File: src/rtl/multicycle_control.sv
// Multi-cycle FETCH/DECODE/EXEC/MEM/WB sequencer for the MIPS-subset core, with memory timeout
// and a retired-instruction counter. Define ILLEGAL_TRAP_EN to trap on unknown opcodes.
module multicycle_control #(
    parameter int TIMEOUT = 16,
    parameter int CNT_W   = 32
) (
    input  logic             clk,
    input  logic             rst_n,
    input  logic [31:0]      instr,
    input  logic             mem_ready,
    output logic             pc_write,
    output logic             pc_write_cond,
    output logic             ir_write,
    output logic             mem_read,
    output logic             mem_write,
    output logic             reg_write,
    output logic             mem_to_reg,
    output logic             alu_src,
    output logic [1:0]       alu_op,
    output logic             branch,
    output logic             bne,
    output logic             jump,
    output logic             instr_check,
    output logic             bus_err,
    output logic [CNT_W-1:0] retired,
`ifdef ILLEGAL_TRAP_EN
    output logic             trap,
`endif
    output logic [2:0]       state_o
);

    localparam int WAIT_W = (TIMEOUT > 2) ? $clog2(TIMEOUT) : 1;

    localparam logic [5:0] OP_RTYPE = 6'b000000;
    localparam logic [5:0] OP_J     = 6'b000010;
    localparam logic [5:0] OP_BEQ   = 6'b000100;
    localparam logic [5:0] OP_BNE   = 6'b000101;
    localparam logic [5:0] OP_ADDI  = 6'b001000;
    localparam logic [5:0] OP_ANDI  = 6'b001100;
    localparam logic [5:0] OP_LW    = 6'b100011;
    localparam logic [5:0] OP_SW    = 6'b101011;

    typedef enum logic [2:0] {
        S_FETCH  = 3'd0,
        S_DECODE = 3'd1,
        S_EXEC   = 3'd2,
        S_MEM    = 3'd3,
        S_WB     = 3'd4,
        S_TRAP   = 3'd5
    } state_t;

    typedef struct packed {
        logic       pc_write;
        logic       pc_write_cond;
        logic       ir_write;
        logic       mem_read;
        logic       mem_write;
        logic       reg_write;
        logic       mem_to_reg;
        logic       alu_src;
        logic [1:0] alu_op;
        logic       branch;
        logic       bne;
        logic       jump;
    } strobes_t;

    state_t            r_state;
    state_t            w_next;
    logic [5:0]        r_opcode;
    logic              r_instr_check;
    logic [WAIT_W-1:0] r_wait_cnt;
    logic [CNT_W-1:0]  r_retired;
    strobes_t          w_strb;
    logic              w_wait_state;
    logic              w_timeout;
    logic              w_retire;
    logic              w_unused_instr;

    assign w_unused_instr = ^instr[25:0];

    assign w_wait_state = (r_state == S_FETCH) || (r_state == S_MEM);
    assign w_timeout    = w_wait_state && !mem_ready
                          && (r_wait_cnt == WAIT_W'(TIMEOUT - 1));

    always_comb begin
        w_next = r_state;
        w_strb = '0;
        case (r_state)
            S_FETCH: begin
                w_strb.mem_read = 1'b1;
                if (mem_ready) begin
                    w_strb.ir_write = 1'b1;
                    w_strb.pc_write = 1'b1;
                    w_next          = S_DECODE;
                end
            end
            S_DECODE: begin
`ifdef ILLEGAL_TRAP_EN
                case (instr[31:26])
                    OP_RTYPE, OP_J, OP_BEQ, OP_BNE,
                    OP_ADDI, OP_ANDI, OP_LW, OP_SW: w_next = S_EXEC;
                    default:                        w_next = S_TRAP;
                endcase
`else
                w_next = S_EXEC;
`endif
            end
            S_EXEC: begin
                w_next = S_FETCH;
                case (r_opcode)
                    OP_RTYPE: begin
                        w_strb.alu_op = 2'b10;
                        w_next        = S_WB;
                    end
                    OP_ADDI: begin
                        w_strb.alu_src = 1'b1;
                        w_next         = S_WB;
                    end
                    OP_ANDI: begin
                        w_strb.alu_op  = 2'b11;
                        w_strb.alu_src = 1'b1;
                        w_next         = S_WB;
                    end
                    OP_LW, OP_SW: begin
                        w_strb.alu_src = 1'b1;
                        w_next         = S_MEM;
                    end
                    OP_BEQ, OP_BNE: begin
                        w_strb.branch        = 1'b1;
                        w_strb.pc_write_cond = 1'b1;
                        w_strb.alu_op        = 2'b01;
                        w_strb.bne           = (r_opcode == OP_BNE);
                    end
                    OP_J: begin
                        w_strb.jump     = 1'b1;
                        w_strb.pc_write = 1'b1;
                    end
                    default: ;
                endcase
            end
            S_MEM: begin
                if (r_opcode == OP_LW) begin
                    w_strb.mem_read = 1'b1;
                    if (mem_ready) w_next = S_WB;
                end else begin
                    w_strb.mem_write = 1'b1;
                    if (mem_ready) w_next = S_FETCH;
                end
            end
            S_WB: begin
                w_strb.reg_write  = 1'b1;
                w_strb.mem_to_reg = (r_opcode == OP_LW);
                w_next            = S_FETCH;
            end
            S_TRAP:  w_next = S_TRAP;
            default: w_next = S_FETCH;
        endcase
        if (w_timeout) begin
            w_next = S_FETCH;
        end
    end

    // A timeout abandons the instruction, so it must not count as a retirement out of MEM.
    assign w_retire = (w_next == S_FETCH) && !w_timeout
                      && ((r_state == S_EXEC) || (r_state == S_MEM) || (r_state == S_WB));

    always_ff @(posedge clk or negedge rst_n) begin
        if (!rst_n) begin
            r_state       <= S_FETCH;
            r_opcode      <= '0;
            r_instr_check <= 1'b0;
            r_wait_cnt    <= '0;
            r_retired     <= '0;
        end else begin
            r_state <= w_next;
            if (r_state == S_DECODE) begin
                r_opcode      <= instr[31:26];
                r_instr_check <= (instr[31:26] != OP_RTYPE);
            end
            if ((w_next != r_state) || mem_ready || w_timeout) begin
                r_wait_cnt <= '0;
            end else if (w_wait_state) begin
                r_wait_cnt <= r_wait_cnt + 1'b1;
            end
            if (w_retire) begin
                r_retired <= r_retired + CNT_W'(1);
            end
        end
    end

    // Strobes are also gated by rst_n so nothing stays asserted while reset is held.
    assign {pc_write, pc_write_cond, ir_write, mem_read, mem_write, reg_write,
            mem_to_reg, alu_src, alu_op, branch, bne, jump} =
           (rst_n && !w_timeout) ? w_strb : '0;

    assign bus_err     = rst_n && w_timeout;
    assign instr_check = r_instr_check;
    assign retired     = r_retired;
    assign state_o     = r_state;
`ifdef ILLEGAL_TRAP_EN
    assign trap        = (r_state == S_TRAP);
`endif

endmodule

File: config.mk
export PLATFORM = sky130hd
export DESIGN_NAME = multicycle_control
export DESIGN_NICKNAME = d
export VERILOG_FILES = /design/src/rtl/multicycle_control.sv
export SDC_FILE = /design/constraint.sdc
export NUM_CORES = 1
export LEC_CHECK = 0
export CAP_MARGIN = 20
export CORE_MARGIN = 3
export CORE_UTILIZATION = 49
export CTS_CLUSTER_DIAMETER = 60
export CTS_CLUSTER_SIZE = 25
export DETAILED_ROUTE_END_ITERATION = 8
export PLACE_DENSITY = 0.9
export SLEW_MARGIN = 20
export SYNTH_ARGS = -nofsm -noshare
export SYNTH_HDL_FRONTEND = slang
export SYNTH_SLANG_ARGS = --single-unit
File: constraint.sdc
create_clock -name clk -period 5.3 [get_ports clk]
set_clock_uncertainty 0.15 [all_clocks]
set_input_delay 1.325 -clock clk [delete_from_list [all_inputs] [get_ports clk]]
set_output_delay 1.325 -clock clk [all_outputs]
set_load 0.03 [all_outputs]
Word level (Yosys, flattened, before mapping):

Cells that the tools add are included.

* add/sub/neg operators: 2
* eq/ne operators: 14
* multiplexer cells: 25
* reductions and logical operators: 22

Operator list (count)
* $add 32x1->32 const B: 1
* $mux 3: 5
* $pmux 3 s5: 1
* $mux 13: 1
* $eq 6x3->1 const B: 2
* $eq 6x4->1 const B: 2
* $eq 6x6->1 const B: 2
* $mux 1: 9
* $mux 4: 2
* $eq 3x2->1 const B: 2
* $eq 3x3->1 const B: 2
* $eq 6x2->1 const B: 1
* $logic_and 1x1->1: 6
* $logic_not 3->1: 2
* $logic_not 6->1: 1
* $mux 6: 1
* $pmux 2 s3: 1
* $pmux 3 s2: 1
* $reduce_bool 6->1: 1
* $logic_or 1x1->1: 5
* $add 4x1->4 const B: 1
* $eq 4x4->1 const B: 1
* $mux 2: 2
* $pmux 1 s2: 2
* 7 further kinds: 9

* bits in registers: 46
* input bits: 35
* output and inout bits: 50
* logic and storage cells: 68

Longest topological paths before layout:

Gate-level depths: netlist of run 1.

* depth after elaboration: 9
* gate-level depth with buffers: 7
* mapped depth without buffers: 6

Worst setup path before layout of run 1:

OpenSTA, ideal clock, no wires.

* path kind: in2out
* from: input port rst_n
* to: output port pc_write
* arrival time: 2.709 ns
* data required time: 3.825 ns
* setup slack: 1.116 ns
* stages: 4
* path buffers: 0
* path through: nor2b_1 -> nand2_1 -> nor3_1 -> or2_2

* longest elaborated chain between the ends: 2

Ends and longest elaborated chain
* start: declaration: RTL line 8 `input logic rst_n,`
* $logic_and 1x1->1: RTL line 194 `(rst_n && !w_timeout) ? w_strb : '0;`
* $mux 13: RTL line 194
* end: declaration: RTL line 11 `output logic pc_write,`

Every way passes these cells.

Worst setup path in the final report of run 1:

* from: input port mem_ready
* to: output port mem_write

* longest elaborated chain between the ends: 6

Ends and longest elaborated chain
* start: declaration: RTL line 10 `input logic mem_ready,`
* $logic_not 1->1: RTL line 82 `assign w_timeout = w_wait_state && !mem_ready`
* $logic_and 1x1->1: RTL line 82
* $logic_and 1x1->1: RTL line 83 `&& (r_wait_cnt == WAIT_W'(TIMEOUT - 1));`
* $logic_not 1->1: RTL line 194
* $logic_and 1x1->1: RTL line 194
* $mux 13: RTL line 194
* end: declaration: RTL line 15 `output logic mem_write,`

Every way passes these cells.

==> results of run 1 <==
-- layout make-up --
cell class | instances | share of cell area
Tap cell | 67 | 0.0263
Clock buffer | 7 | 0.0239
Multi-Input combinational cell | 187 | 0.395
Sequential cell | 46 | 0.361
Timing Repair Buffer | 60 | 0.185
Clock inverter | 1 | 0.00940
-- worst paths after layout --
kind,cells past startpoint,slack [ns],end,from
setup reg to reg,5,2.68,retired[1],state_o[1]
setup / recovery,5,0.65,mem_write,mem_ready
hold reg to reg,1,0.35,retired[29],retired[29]
hold / removal,1,0.35,retired[29],retired[29]
min in group asynchronous,2,0.98,retired[9],rst_n
max in group asynchronous,2,3.62,retired[5],rst_n
-- cell families (layout without fill, tap and decap cells) --
group | Yosys count | after routing | synth area share
simple gates | 126 | 126 | 0.291
compound gates | 17 | 17 | 0.0490
mux | 7 | 7 | 0.0315
xor+xnor | 35 | 35 | 0.122
flops | 46 | 46 | 0.460
fa+ha+maj | 2 | 2 | 0.00999
buf+inv | 16 | 68 | 0.0365
-- layer usage --
| layer | share of wire | vias up | track usage |
|---|---|---|---|
| met2 | 0.49 | 96 | 0.321 |
| met5 | 0.0012 | - | 0 |
| met4 | 0.0081 | 2 | 0.0534 |
| li1 | - | 1000 | - |
| met1 | 0.43 | 1049 | 0.265 |
| met3 | 0.076 | 9 | 0.0534 |
-- where the power goes --
group	internal (mW)	leakage, nW	total [mW]	switching [mW]
logic	0.168	0.738	0.398	0.230
clock network	0.141	0.0524	0.255	0.114
registers	0.408	0.612	0.504	0.0958
-- stage by stage --
stage	total power, mW	setup slack [ns]	util	hold slack [ns]	instances
detailed placement	0.906	0.657	0.641	0.338	360
global route	1.23	0.526	0.663	0.368	368
global placement	0.891	0.645	0.641	0.331	360
floorplan	0.778	1.12	-	0.352	249
CTS	1.16	0.652	0.663	0.353	368
finish	1.16	0.655	0.663	0.354	368
-- state kept, by name, summed over array words and instances (netlist names) --
register and count:
r_wait_cnt 4, instr_check 1, r_opcode 6, retired 32, state_o 3
-- worst max-delay path, delay by kind of cell --
| kind | cells | cell delay [ns] |
|---|---|---|
| buf+inv | 2 | 1.39 |
| simple gates | 3 | 0.45 |
-- cells in the mapped netlist --
cell	number	share of area
dfrtp_1	46	0.46
xor2_1	34	0.12
nand2_1	24	0.036
nor4_1	19	0.047
nand3_1	13	0.026
nor3_1	13	0.026
nor2_1	12	0.018
nand4_1	9	0.022
clkbuf_1	7	0.010
a21oi_1	6	0.012
and3_1	6	0.015
mux2_2	6	0.027
nor4b_1	5	0.017
buf_2	4	0.0080
nor2b_1	4	0.010
o21ai_0	4	0.0080
and2_1	3	0.0075
buf_6	3	0.013
nor3b_1	3	0.0090
or2_2	3	0.0075
a22oi_1	2	0.0060
ha_1	2	0.010
nand2b_1	2	0.0050
a21boi_0	1	0.0030
a31oi_1	1	0.0025
a32oi_1	1	0.0035
and4b_1	1	0.0040
buf_1	1	0.0015
buf_4	1	0.0030
mux2_1	1	0.0045
nand3b_1	1	0.0030
nand4_2	1	0.0050
nand4b_1	1	0.0035
nand4b_2	1	0.0060
nor2_2	1	0.0025
nor4_2	1	0.0050
nor4b_2	1	0.0060
o31ai_1	1	0.0030
o32ai_4	1	0.011
or4_4	1	0.0045
or4b_2	1	0.0040
xnor2_1	1	0.0035
==> impl_table.tex, run 1 <==
\begin{tabular}{lr}
\hline
Metric & Value \\
\hline
\multicolumn{2}{l}{\textbf{STA}} \\
Final hold violation count & 0 \\
Max-slew headroom at the worst pin & 0.279 \\
Slew @ Worst Pin & 1.08 ns \\
Final Setup Violations & 0 \\
Fmax & 215 MHz \\
Final slew viol count & 0 \\
Post-layout min period & 4.65 ns \\
RSZ-0062 raised after global routing & false \\
Period utilization & 0.876 \\
Total negative slack & 0 ns \\
\multicolumn{2}{l}{\textbf{Clock network}} \\
Number of clock sinks & 46 \\
Number of setup buffers added after CTS & 0 \\
Hold buffers post-CTS & 0 \\
Post\_cts resized & 0 \\
Source-to-sink clock delay at the later pin of the worst-skew pair & 0.30 ns \\
Clock buffer count from CTS & 5 \\
CTS tree & built \\
Buffer cell driving the clock tree root & clkbuf\_8 \\
Max Root-Sink Buffers & 2 \\
Post-CTS clock slew at the launch and capture registers of the worst setup and hold paths & 0.08 ns \\
H-tree Lvls & 2 \\
\multicolumn{2}{l}{\textbf{Route}} \\
Routed wire length & 5.71 mm \\
Post-route DRC & 0 \\
Iteration count of the initial detailed-routing pass & 4 \\
Avg WL per Cell & 15.5 um \\
First-iteration detailed-routing DRC count & 131 \\
Via density per instance & 5.86 \\
Remaining antenna violation count after routing & 0 \\
Via count & 2156 \\
\multicolumn{2}{l}{\textbf{Logic synthesis}} \\
Nets in the synthesized netlist & 286 \\
FF+latch count, synth & 46 \\
Synth warnings & 0 \\
Synth Area per Inst & 10.1 um\^{}2 \\
Distinct cell type count of the synthesized netlist & 42 \\
Cell count after synthesis & 249 \\
Post-synthesis instance area & 0.00250 mm\^{}2 \\
Register area share after synthesis & 0.460 \\
\multicolumn{2}{l}{\textbf{Final layout}} \\
Fraction of layout cells with a size suffix above 1 & 0.0864 \\
Post-route design area & 0.00319 mm\^{}2 \\
Final-layout fill cell count & 395 \\
Area used by sequential logic in the layout & 0.00115 mm\^{}2 \\
Antenna cells & 0 \\
Combined area of the multi-input logic cells & 0.00126 mm\^{}2 \\
Commonest cells after routing, fill and taps aside & clkdlybuf4s50\_1 (57), dfrtp\_1 (46), xor2\_1 (34), nand2\_1 (24), nor4\_1 (19) \\
Synth-to-Final Area Change & 27.5\% \\
Most common cell after layout, fill and taps aside & clkdlybuf4s50\_1 \\
Post-layout net count & 337 \\
\multicolumn{2}{l}{\textbf{Floorplan}} \\
Initial standard-cell utilization of the core & 0.520 \\
Floorplan die height & 77.5 um \\
Area of the core & 0.00482 mm\^{}2 \\
Die X-Extent & 77.5 um \\
I/O pin cnt & 85 \\
Total Die Area & 0.00600 mm\^{}2 \\
Number of cell rows & 25 \\
\multicolumn{2}{l}{\textbf{Placement}} \\
Placed cell areas & 0.00309 mm\^{}2 \\
Routability congestion estimate & 0.857 \\
I/O Buffers & 58 \\
Detailed placer's ending HPWL & 3.93 mm \\
\multicolumn{2}{l}{\textbf{Pwr}} \\
PwrDens & 362 mW/mm\^{}2 \\
Leak pwr & 1.40 nW \\
VDD IR-drop max & 0.299 mV \\
\multicolumn{2}{l}{\textbf{Worst setup path}} \\
Top fanout value on the critical path & 12 \\
Worst EP required & 3.83 ns \\
CP Class & primary input to primary output \\
Critical path cell sequence & clkdlybuf4s50\_1 > nand4b\_1 > nand2\_1 > nor3\_1 > clkdlybuf4s50\_1 \\
Worst setup EP type & primary output \\
Data arrival time at the worst-slack endpoint & 3.17 ns \\
Element type at the critical path start & primary input \\
Slowest stage cell, crit path & clkdlybuf4s50\_1 \\
Max stage delay on crit path & 0.70 ns \\
Cell repeated most along the worst path & clkdlybuf4s50\_1 \\
\multicolumn{2}{l}{\textbf{Global routing}} \\
Pin count of the biggest net entering global routing & 49 \\
Number of antenna violations at the first check in global routing & 1 \\
GRT overflow & 0 \\
Global-route wire length before repair & 9.85 mm \\
Number of global-route vias before repair & 2087 \\
Total GRT Usage & 0.199 \\
\multicolumn{2}{l}{\textbf{Run}} \\
Max-capacitance violation count & 0 \\
\multicolumn{2}{l}{\textbf{Worst hold path}} \\
Min-delay worst type & flop to flop \\
\multicolumn{2}{l}{\textbf{Status}} \\
Run status & complete, no violations \\
\hline
\end{tabular}
No activity file was read; power rests on OpenSTA's default activity.
==> run 2, diff against run 1 <==
CORE_MARGIN = 8   (was 3)
==> run 2 against run 1 <==
Against the previous run: clock power shrank 14%; register-to-register slack is essentially flat; wire length grew 3.6%; total power shrank 2.9%; first-iteration DRC count shrank 26%; cell count grew 0.82%; critical path depth is the same; sequential power is essentially flat; hold slack lost 0.025 ns; highest routed layer is now met4.
==> impl_table.tex, run 2 (synthesis gave the netlist of run 1 again) <==
\begin{tabular}{lr}
\hline
Metric & Value \\
\hline
\multicolumn{2}{l}{\textbf{Status}} \\
Run status & complete, no violations \\
\multicolumn{2}{l}{\textbf{Clock network}} \\
Source-to-sink clock delay at the later pin of the worst-skew pair & 0.30 ns (about the same) \\
Number of clock sinks & 46 (unchanged) \\
Post\_cts resized & 0 (unchanged) \\
Post-CTS clock slew at the launch and capture registers of the worst setup and hold paths & 0.08 ns (about the same) \\
Hold buffers post-CTS & 0 (unchanged) \\
Max Root-Sink Buffers & 2 (unchanged) \\
CTS tree & built \\
Number of setup buffers added after CTS & 0 (unchanged) \\
Buffer cell driving the clock tree root & clkbuf\_8 \\
Clock buffer count from CTS & 5 (unchanged) \\
H-tree Lvls & 2 (unchanged) \\
\multicolumn{2}{l}{\textbf{Route}} \\
Routed length on met3 & 522 um (+21\%) \\
Via density per instance & 5.67 (-3.3\%) \\
Via count & 2102 (-2.5\%) \\
Routed wire length & 5.92 mm (+3.6\%) \\
Iteration count of the initial detailed-routing pass & 4 (unchanged) \\
Remaining antenna violation count after routing & 0 (unchanged) \\
First-iteration detailed-routing DRC count & 97 (-26\%) \\
Top metal layer carrying routed signals & met4 \\
Met1 Wirelength & 2.64 mm (+8.3\%) \\
Avg WL per Cell & 16.0 um (+2.8\%) \\
Routed length on met2 & 2.67 mm (-4.2\%) \\
Post-route DRC & 0 (unchanged) \\
\multicolumn{2}{l}{\textbf{Worst setup path}} \\
Cell repeated most along the worst path & clkdlybuf4s50\_1 \\
Critical path cell sequence & clkdlybuf4s50\_1 > nand4b\_1 > nand2\_1 > a21oi\_1 > clkdlybuf4s50\_1 \\
CP Class & primary input to primary output \\
Slowest stage cell, crit path & clkdlybuf4s50\_1 \\
Levels on crit path & 5 (unchanged) \\
Max stage delay on crit path & 0.70 ns (about the same) \\
Element type at the critical path start & primary input \\
Worst setup EP type & primary output \\
Family of cells with the greatest summed delay on the critical path & buffers and inverters \\
Top fanout value on the critical path & 12 (unchanged) \\
Length in cells of the worst reg-to-reg path & 5 (unchanged) \\
Buffers and inverters on the worst path & 2 (unchanged) \\
Data arrival time at the worst-slack endpoint & 3.19 ns (+0.02 ns) \\
Worst EP required & 3.83 ns (about the same) \\
\multicolumn{2}{l}{\textbf{Placement}} \\
Detailed placer's ending HPWL & 4.23 mm (+7.5\%) \\
Placed cell areas & 0.00308 mm\^{}2 (-0.12\%) \\
Routability congestion estimate & 0.854 (-0.32\%) \\
I/O Buffers & 58 (unchanged) \\
\multicolumn{2}{l}{\textbf{Global routing}} \\
GRT overflow & 0 (unchanged) \\
Global-route wire length before repair & 9.76 mm (-0.91\%) \\
Pin count of the biggest net entering global routing & 34 (-31\%) \\
Number of global-route vias before repair & 2064 (-1.1\%) \\
Total GRT Usage & 0.159 (-0.0398) \\
Number of antenna violations at the first check in global routing & 0 (-1) \\
\multicolumn{2}{l}{\textbf{Final layout}} \\
Commonest cells after routing, fill and taps aside & clkdlybuf4s50\_1 (57), dfrtp\_1 (46), xor2\_1 (34), nand2\_1 (24), nor4\_1 (19) \\
Post-route design area & 0.00319 mm\^{}2 (-0.12\%) \\
Fraction of layout cells with a size suffix above 1 & 0.0897 (+0.00332) \\
Most common cell after layout, fill and taps aside & clkdlybuf4s50\_1 \\
Final-layout fill cell count & 421 (+6.6\%) \\
Synth-to-Final Area Change & 27.4\% \\
Combined area of the multi-input logic cells & 0.00126 mm\^{}2 (unchanged) \\
Flip-flop count of the largest register after layout & 32 (unchanged) \\
Area used by sequential logic in the layout & 0.00115 mm\^{}2 (unchanged) \\
Post-layout net count & 337 (unchanged) \\
Antenna cells & 0 (unchanged) \\
\multicolumn{2}{l}{\textbf{STA}} \\
Post-layout min period & 4.67 ns (+0.0239 ns) \\
Fmax & 214 MHz (-0.51\%) \\
Final hold violation count & 0 (unchanged) \\
Max-slew headroom at the worst pin & 0.315 (+0.0352) \\
Total negative slack & 0 ns (unchanged) \\
RSZ-0062 raised after global routing & false \\
Slew @ Worst Pin & 1.03 ns (-0.0526 ns) \\
Period utilization & 0.881 (+0.00451) \\
Final Setup Violations & 0 (unchanged) \\
Final slew viol count & 0 (unchanged) \\
\multicolumn{2}{l}{\textbf{Pwr}} \\
Leak pwr & 1.40 nW (-0.18\%) \\
PwrDens & 352 mW/mm\^{}2 (-2.8\%) \\
VDD IR-drop max & 0.280 mV (-6.4\%) \\
Post-layout power & 1.12 mW (-2.9\%) \\
\multicolumn{2}{l}{\textbf{Floorplan}} \\
Initial standard-cell utilization of the core & 0.500 (-0.0200) \\
Floorplan die height & 87.5 um (+13\%) \\
Total Die Area & 0.00765 mm\^{}2 (+27\%) \\
I/O pin cnt & 85 (unchanged) \\
Die X-Extent & 87.5 um (+13\%) \\
Number of cell rows & 26 (+4.0\%) \\
Area of the core & 0.00501 mm\^{}2 (+4.0\%) \\
\multicolumn{2}{l}{\textbf{Run}} \\
Max-capacitance violation count & 0 (unchanged) \\
\multicolumn{2}{l}{\textbf{Worst hold path}} \\
Worst hold path stage count & 1 (unchanged) \\
Min-delay worst type & flop to flop \\
\hline
\end{tabular}
-- run 2: cell types whose count changed in the layout (fill, tap and decap cells not counted) --
cell / change
buf_4: -1
buf_8: +1
bufinv_16: -1
clkbuf_1: -1
clkbuf_8: +1
clkinv_2: +1
-- run 2: area by class of cell --
class | instances | area share
Multi-Input combinational cell | 187 | 0.395
Tap cell | 70 | 0.0275
Sequential cell | 46 | 0.361
Clock inverter | 1 | 0.00157
Timing Repair Buffer | 60 | 0.188
Clock buffer | 7 | 0.0271
-- run 2: path summary, 6_finish.rpt --
kind                             start             to  slack (ns)
max                          mem_ready       mem_read        0.63
min                        retired[31]    retired[31]        0.33
max reg2reg                 state_o[1]     retired[1]        2.69
min reg2reg                retired[31]    retired[31]        0.33
max in group asynchronous        rst_n  r_wait_cnt[3]        3.49
min in group asynchronous        rst_n     state_o[0]        0.78
-- run 2: metrics by stage --
| step | utilization | hold slack, ns | setup slack, ns | instances |
|---|---|---|---|---|
| global route | 0.637 | 0.349 | 0.492 | 371 |
| finish | 0.637 | 0.329 | 0.631 | 371 |
| CTS | 0.634 | 0.329 | 0.636 | 370 |
| detailed placement | 0.615 | 0.311 | 0.639 | 362 |
| floorplan | - | 0.352 | 1.12 | 249 |
| global placement | 0.615 | 0.310 | 0.659 | 362 |
-- run 2: power breakdown --
group	leakage, nW	internal, mW	switching (mW)
combinational	0.740	0.168	0.229
clock	0.0482	0.105	0.115
sequential	0.612	0.408	0.0981
total	1.40	0.681	0.442
-- run 2: metal layers --
layer / vias up / global-route usage
li1: 990 / -
met1: 1038 / 0.190
met2: 66 / 0.253
met3: 8 / 0.0613
met4: 0 / 0.0578
met5: - / 0
